<file path="config.mk">
export PLATFORM = sky130hd
export DESIGN_NAME = bbus_reader
export DESIGN_NICKNAME = d
export VERILOG_FILES = /design/src/rtl/bbus_pkg.sv /design/src/rtl/bbus_reader_wait_timer.sv /design/src/rtl/bbus_reader.sv
export SDC_FILE = /design/constraint.sdc
export NUM_CORES = 1
export LEC_CHECK = 0
export CAP_MARGIN = 20
export CORE_MARGIN = 4
export CORE_UTILIZATION = 38
export CTS_CLUSTER_DIAMETER = 40
export DETAILED_ROUTE_END_ITERATION = 12
export PLACE_DENSITY = 0.89
export SETUP_SLACK_MARGIN = 0.02
export SLEW_MARGIN = 15
export SYNTH_ARGS = -nofsm -noshare
export SYNTH_HDL_FRONTEND = slang
export SYNTH_SLANG_ARGS = --single-unit
</file>
<file path="constraint.sdc">
create_clock -name clk -period 3.74 [get_ports clk]
set_input_delay 0.748 -clock clk [delete_from_list [all_inputs] [get_ports clk]]
set_output_delay 0.748 -clock clk [all_outputs]
set_load 0.005 [all_outputs]
</file>
<file path="src/rtl/bbus_pkg.sv">
// Shared types and constants for the B-bus reader: bus width, the memory
// source select code and the controller state encoding.
package bbus_pkg;

   localparam int BUS_W = 16;
   localparam logic [3:0] SEL_MEM = 4'd8;

   typedef enum logic [0:0] {
      IDLE     = 1'b0,
      MEM_WAIT = 1'b1
   } state_t;

   // A select addresses a GPR only below both the populated GPR count and the memory code.
   function automatic logic sel_is_gpr(input logic [3:0] sel, input int num_gpr);
      return ({28'd0, sel} < 32'(num_gpr)) && (sel < SEL_MEM);
   endfunction

endpackage

</file>
<file path="src/rtl/bbus_reader_wait_timer.sv">
// Memory wait counter: loads 1 on start, counts once per cycle and saturates
// at TIMEOUT, where expired stays high until clear or reset.
module wait_timer #(
   parameter int TIMEOUT = 15
) (
   input  logic clk,
   input  logic rst,
   input  logic start,
   input  logic clear,
   output logic expired
);

   localparam int CW = $clog2(TIMEOUT + 1);
   localparam logic [CW-1:0] LIMIT = CW'(TIMEOUT);

   logic [CW-1:0] count;

   // A count of zero means idle, so the first waiting cycle reads as 1.
   always_ff @(posedge clk) begin
      if (rst || clear) begin
         count <= '0;
      end else if (start) begin
         count <= CW'(1);
      end else if ((count != '0) && (count < LIMIT)) begin
         count <= count + 1'b1;
      end
   end

   assign expired = (count == LIMIT);

endmodule

</file>
<file path="src/rtl/bbus_reader.sv">
// B-bus source reader: returns a GPR in one cycle or fetches a memory word
// with a bounded wait, reporting invalid selects and timeouts on err.
module bbus_reader
   import bbus_pkg::*;
#(
   parameter int NUM_GPR     = 8,
   parameter int MEM_TIMEOUT = 15
) (
   input  logic                     clk,
   input  logic                     rst,
   input  logic                     rd_req,
   input  logic [3:0]               rd_sel,
   input  logic [BUS_W*NUM_GPR-1:0] gpr_in,
   input  logic [BUS_W-1:0]         mem_data,
   input  logic                     mem_valid,
   output logic                     mem_rd,
   output logic [BUS_W-1:0]         b_bus,
   output logic                     b_valid,
   output logic                     busy,
   output logic                     err
);

   state_t           state;
   state_t           next_state;
   logic [BUS_W-1:0] gpr_word;
   logic [BUS_W-1:0] b_bus_d;
   logic             b_valid_d;
   logic             err_d;
   logic             mem_rd_d;
   logic             tmr_start;
   logic             tmr_clear;
   logic             tmr_expired;

   wait_timer #(
      .TIMEOUT (MEM_TIMEOUT)
   ) u_wait_timer (
      .clk     (clk),
      .rst     (rst),
      .start   (tmr_start),
      .clear   (tmr_clear),
      .expired (tmr_expired)
   );

   always_comb begin
      gpr_word = '0;
      for (int k = 0; k < NUM_GPR; k++) begin
         if (rd_sel == 4'(k)) begin
            gpr_word = gpr_in[BUS_W*k +: BUS_W];
         end
      end
   end

   always_ff @(posedge clk) begin
      if (rst) begin
         state <= IDLE;
      end else begin
         state <= next_state;
      end
   end

   // Data beats a same-cycle timeout, so mem_valid is tested before expiry.
   always_comb begin
      next_state = state;
      b_bus_d    = b_bus;
      b_valid_d  = 1'b0;
      err_d      = 1'b0;
      mem_rd_d   = 1'b0;
      tmr_start  = 1'b0;
      tmr_clear  = 1'b0;
      case (state)
         IDLE: begin
            if (rd_req) begin
               if (sel_is_gpr(rd_sel, NUM_GPR)) begin
                  b_bus_d   = gpr_word;
                  b_valid_d = 1'b1;
               end else if (rd_sel == SEL_MEM) begin
                  mem_rd_d   = 1'b1;
                  tmr_start  = 1'b1;
                  next_state = MEM_WAIT;
               end else begin
                  err_d = 1'b1;
               end
            end
         end
         MEM_WAIT: begin
            if (mem_valid) begin
               b_bus_d    = mem_data;
               b_valid_d  = 1'b1;
               tmr_clear  = 1'b1;
               next_state = IDLE;
            end else if (tmr_expired) begin
               err_d      = 1'b1;
               tmr_clear  = 1'b1;
               next_state = IDLE;
            end
         end
         default: begin
            next_state = IDLE;
         end
      endcase
   end

   // All outputs are registered so no input reaches b_bus or b_valid combinationally.
   always_ff @(posedge clk) begin
      if (rst) begin
         b_bus   <= '0;
         b_valid <= 1'b0;
         err     <= 1'b0;
         mem_rd  <= 1'b0;
         busy    <= 1'b0;
      end else begin
         b_bus   <= b_bus_d;
         b_valid <= b_valid_d;
         err     <= err_d;
         mem_rd  <= mem_rd_d;
         busy    <= (next_state == MEM_WAIT);
      end
   end

endmodule

</file>
==> flow_summary.toml <==
[sta]
drv_slew = 0
fin_crit_sh = 0.695
relSlewSlack = 0.321
min_period_ns = 2.60
clock.fmax_mhz = 385
setup_viol_count_final = 0
rsz0062_at_grt = "no"
tightest_slew_ns = 1.01
hold_ws_ns = 0.568
hold_violations = 0
tns_ns = 0
finalClockSkew_ns = 0.0127

[finish]
area_growth_pct = 73.1
final_nets = 603
regArea_sq_um = 480
n_fill_cell = 492
fin_util = 0.688
antennaDiodeCount = 0
multi_input_area_sq_mm = 0.00167
drive_above_1_share = 0.0893

[critical_path]
startpoint_type = "input pin"
end_kind = "flip-flop"
cp.arrival_ns = 2.79
crit_fanout = 16
critPathSlowestCell = "nand4bb_1"
crit_chain = "clkdlybuf4s50_1 > nand4bb_1 > o22ai_1 > a21oi_1 > o32ai_2"
worst-setup-path-type = "in2reg"
cp_slowest_stage_delay_ns = 0.75
critPathTopFamily = "simple AND/OR/NAND/NOR gates"
path_buf_inv = 1
rr_worst_depth = 5
required_ns = 3.93
critical_path_depth = 5

[pwr]
clkPwrFrac = 0.244
seqPwrFrac = 0.310
internal-power_w = 0.000691
p_per_area_mw_per_mm2 = 234
switchingPower_w = 0.000279
total_power_w = 0.000970
ir_worst_vdd_v = 0.000203
swShare = 0.288
combPwrFrac = 0.446
p_leak_nw = 1.54

[clock_network]
ctsLongestPathBuffers = 2
post_cts_resized = 0
cts-root-buf = "clkbuf_8"
worstSkewPairLatency_ns = 0.28
cts_made_buffers = 3
tritoncts = "built"
cts.reportedPaths.clkPinSlew_ns = 0.10
cts.sinks = 24
holdBufCountCts = 0
cts_setup_buffers = 0
h-tree-depth = 1

[min_path]
hp-class = "reg2reg"
min_path_cells = 2

[detailed_routing]
dr.pass1.iters = 4
vias = 3020
ant_nets = 0
vias_per_cell = 5.77
wl_per_cell_um = 18.4
drt_iter0_markers = 201
finalWirelength_um = 9630
drc = 0

[synthesis]
ys_seq_elements = 24
synth_top_cell_by_area = "dfxtp_1"
synth_edf_count = 0
yosys_warnings = 0
syn-cell-area_sq_mm = 0.00239
async_reset_ff_frac = 0
syn_area_per_cell_sq_um = 8.09
yosysTopAreaCellShare = 0.201
syn-num-nets = 450
synth_cells = 296
seq_area_frac_synth = 0.201
synth_area_leaders = "dfxtp_1 (20%), mux2i_1 (13%), o22ai_1 (8.1%)"
ys_types = 40
synthFlopType = "dfxtp_1"

[placed_design]
hpwl_um = 7570
io_buffers = 171
globalplace.congestion = 0.834

[global_routing]
antenna_found_initial = 0
grt_max_degree = 39
track_usage = 0.240
grt-ovfl-total = 0
grt_pass1_wl_um = 14700
grt_pass1_vias = 3088

[die]
coreArea_sq_mm = 0.00603
die-width_um = 87.4
dieArea_sq_mm = 0.00764
chipHeight_um = 87.4
rows = 28
pin_count = 172
initial_core_util = 0.397

[job]
max_cap_viol_count = 0

[run_status]
status = "finished, final reports clean"
-- cells in the mapped netlist (2+ instances only) --
master and count:
a211oi_1 2, a21oi_1 6, a221oi_1 14, a31oi_1 3, buf_1 2, buf_2 10, buf_6 4, clkbuf_1 10
clkbuf_2 2, dfxtp_1 24, ha_1 2, inv_1 19, mux2_2 15, mux2i_1 32, nand2_1 19, nand2b_1 4
nand3_1 4, nand3b_1 2, nor2_1 10, nor2b_1 2, nor3_1 2, o21ai_0 24, o21ai_2 9, o221ai_1 15
o22ai_1 31, o2bb2ai_1 15
-- worst min-delay path, stage by stage (launching register included) --
cell and delay, ns:
dfxtp_1 0.34, o21ai_2 0.12, o2bb2ai_1 0.07
-- through the flow --
step	setup slack [ns]	cell area [sq um]	std cells
5_1_grt	0.989	4150	523
4_1_cts	1.17	4150	523
3_3_place_gp	0.967	4080	519
3_5_place_dp	0.887	4080	519
6_report	1.14	4150	523
2_1_floorplan	1.90	2390	296
-- final cells by class --
class | count | area share
Sequential cell | 24 | 0.116
Clock buffer | 3 | 0.00996
Clock inverter | 1 | 0.00724
Multi-Input combinational cell | 223 | 0.403
Timing Repair Buffer | 178 | 0.424
Tap cell | 75 | 0.0226
Inverter | 19 | 0.0172
-- path summary, 6_finish.rpt --
kind / start / endpoint / slack (ns)
worst max-delay path: rd_sel[3] / b_bus[13] / 1.14
worst min-delay path: b_bus[1] / b_bus[1] / 0.57
worst max register to register: busy / b_bus[13] / 1.70
worst min register to register: b_bus[1] / b_bus[1] / 0.57
-- cell usage in the layout, fill, tap and decap left out --
cell type / n
nand3b_1: 2
xnor2_1: 1
o2bb2ai_1: 15
a31oi_1: 3
o21ai_2: 9
and2_4: 1
mux2i_1: 32
inv_1: 19
nand3_1: 4
dfxtp_1: 24
buf_2: 1
o221ai_1: 15
nand4bb_1: 1
nand2_1: 19
a211oi_1: 2
o22ai_1: 31
nor3_1: 2
nor2_1: 10
a21oi_1: 6
or2_1: 1
a2111oi_0: 1
o32ai_2: 1
clkbuf_8: 3
o2111ai_2: 1
o21bai_1: 1
nor3b_4: 1
ha_1: 2
and3_1: 1
o211ai_1: 1
bufinv_16: 1
nor2b_1: 2
buf_4: 7
a221oi_1: 14
nand2b_1: 4
clkdlybuf4s50_1: 170
o21ai_0: 24
nor3b_1: 1
mux2_2: 15
-- power by group through the flow --
stage | combinational (W) | clock, W | sequential (W)
2_1_floorplan | 0.000191 | 0 | 0.000305
3_3_place_gp | 0.000418 | 0 | 0.000306
3_5_place_dp | 0.000430 | 0 | 0.000306
4_1_cts | 0.000432 | 0.000236 | 0.000301
5_1_grt | 0.000465 | 0.000251 | 0.000304
6_report | 0.000433 | 0.000237 | 0.000301
-- logic make-up after synthesis --
kind of cell    after synthesis  share of synthesized area
mux                          47                      0.204
xor+xnor                      1                    0.00366
buf+inv                      49                      0.102
flops                        24                      0.201
fa+ha+maj                     2                     0.0104
compound gates              124                      0.375
simple gates                 49                      0.104
-- per-layer routing --
layer	wire (um)	vias to the layer above	share of wire	global-route usage
met5	0	-	0	0
met4	233	0	0.024	0.0739
met3	920	22	0.096	0.0605
met2	4820	165	0.50	0.418
met1	3650	1376	0.38	0.285
li1	-	1457	-	-
-- registers in the layout, indices dropped and copies added, names as in the netlist --
signal	cells
b_bus	16
b_valid	1
busy	1
err	1
mem_rd	1
u_wait_timer.count	4
No activity file was read; power rests on OpenSTA's default activity.
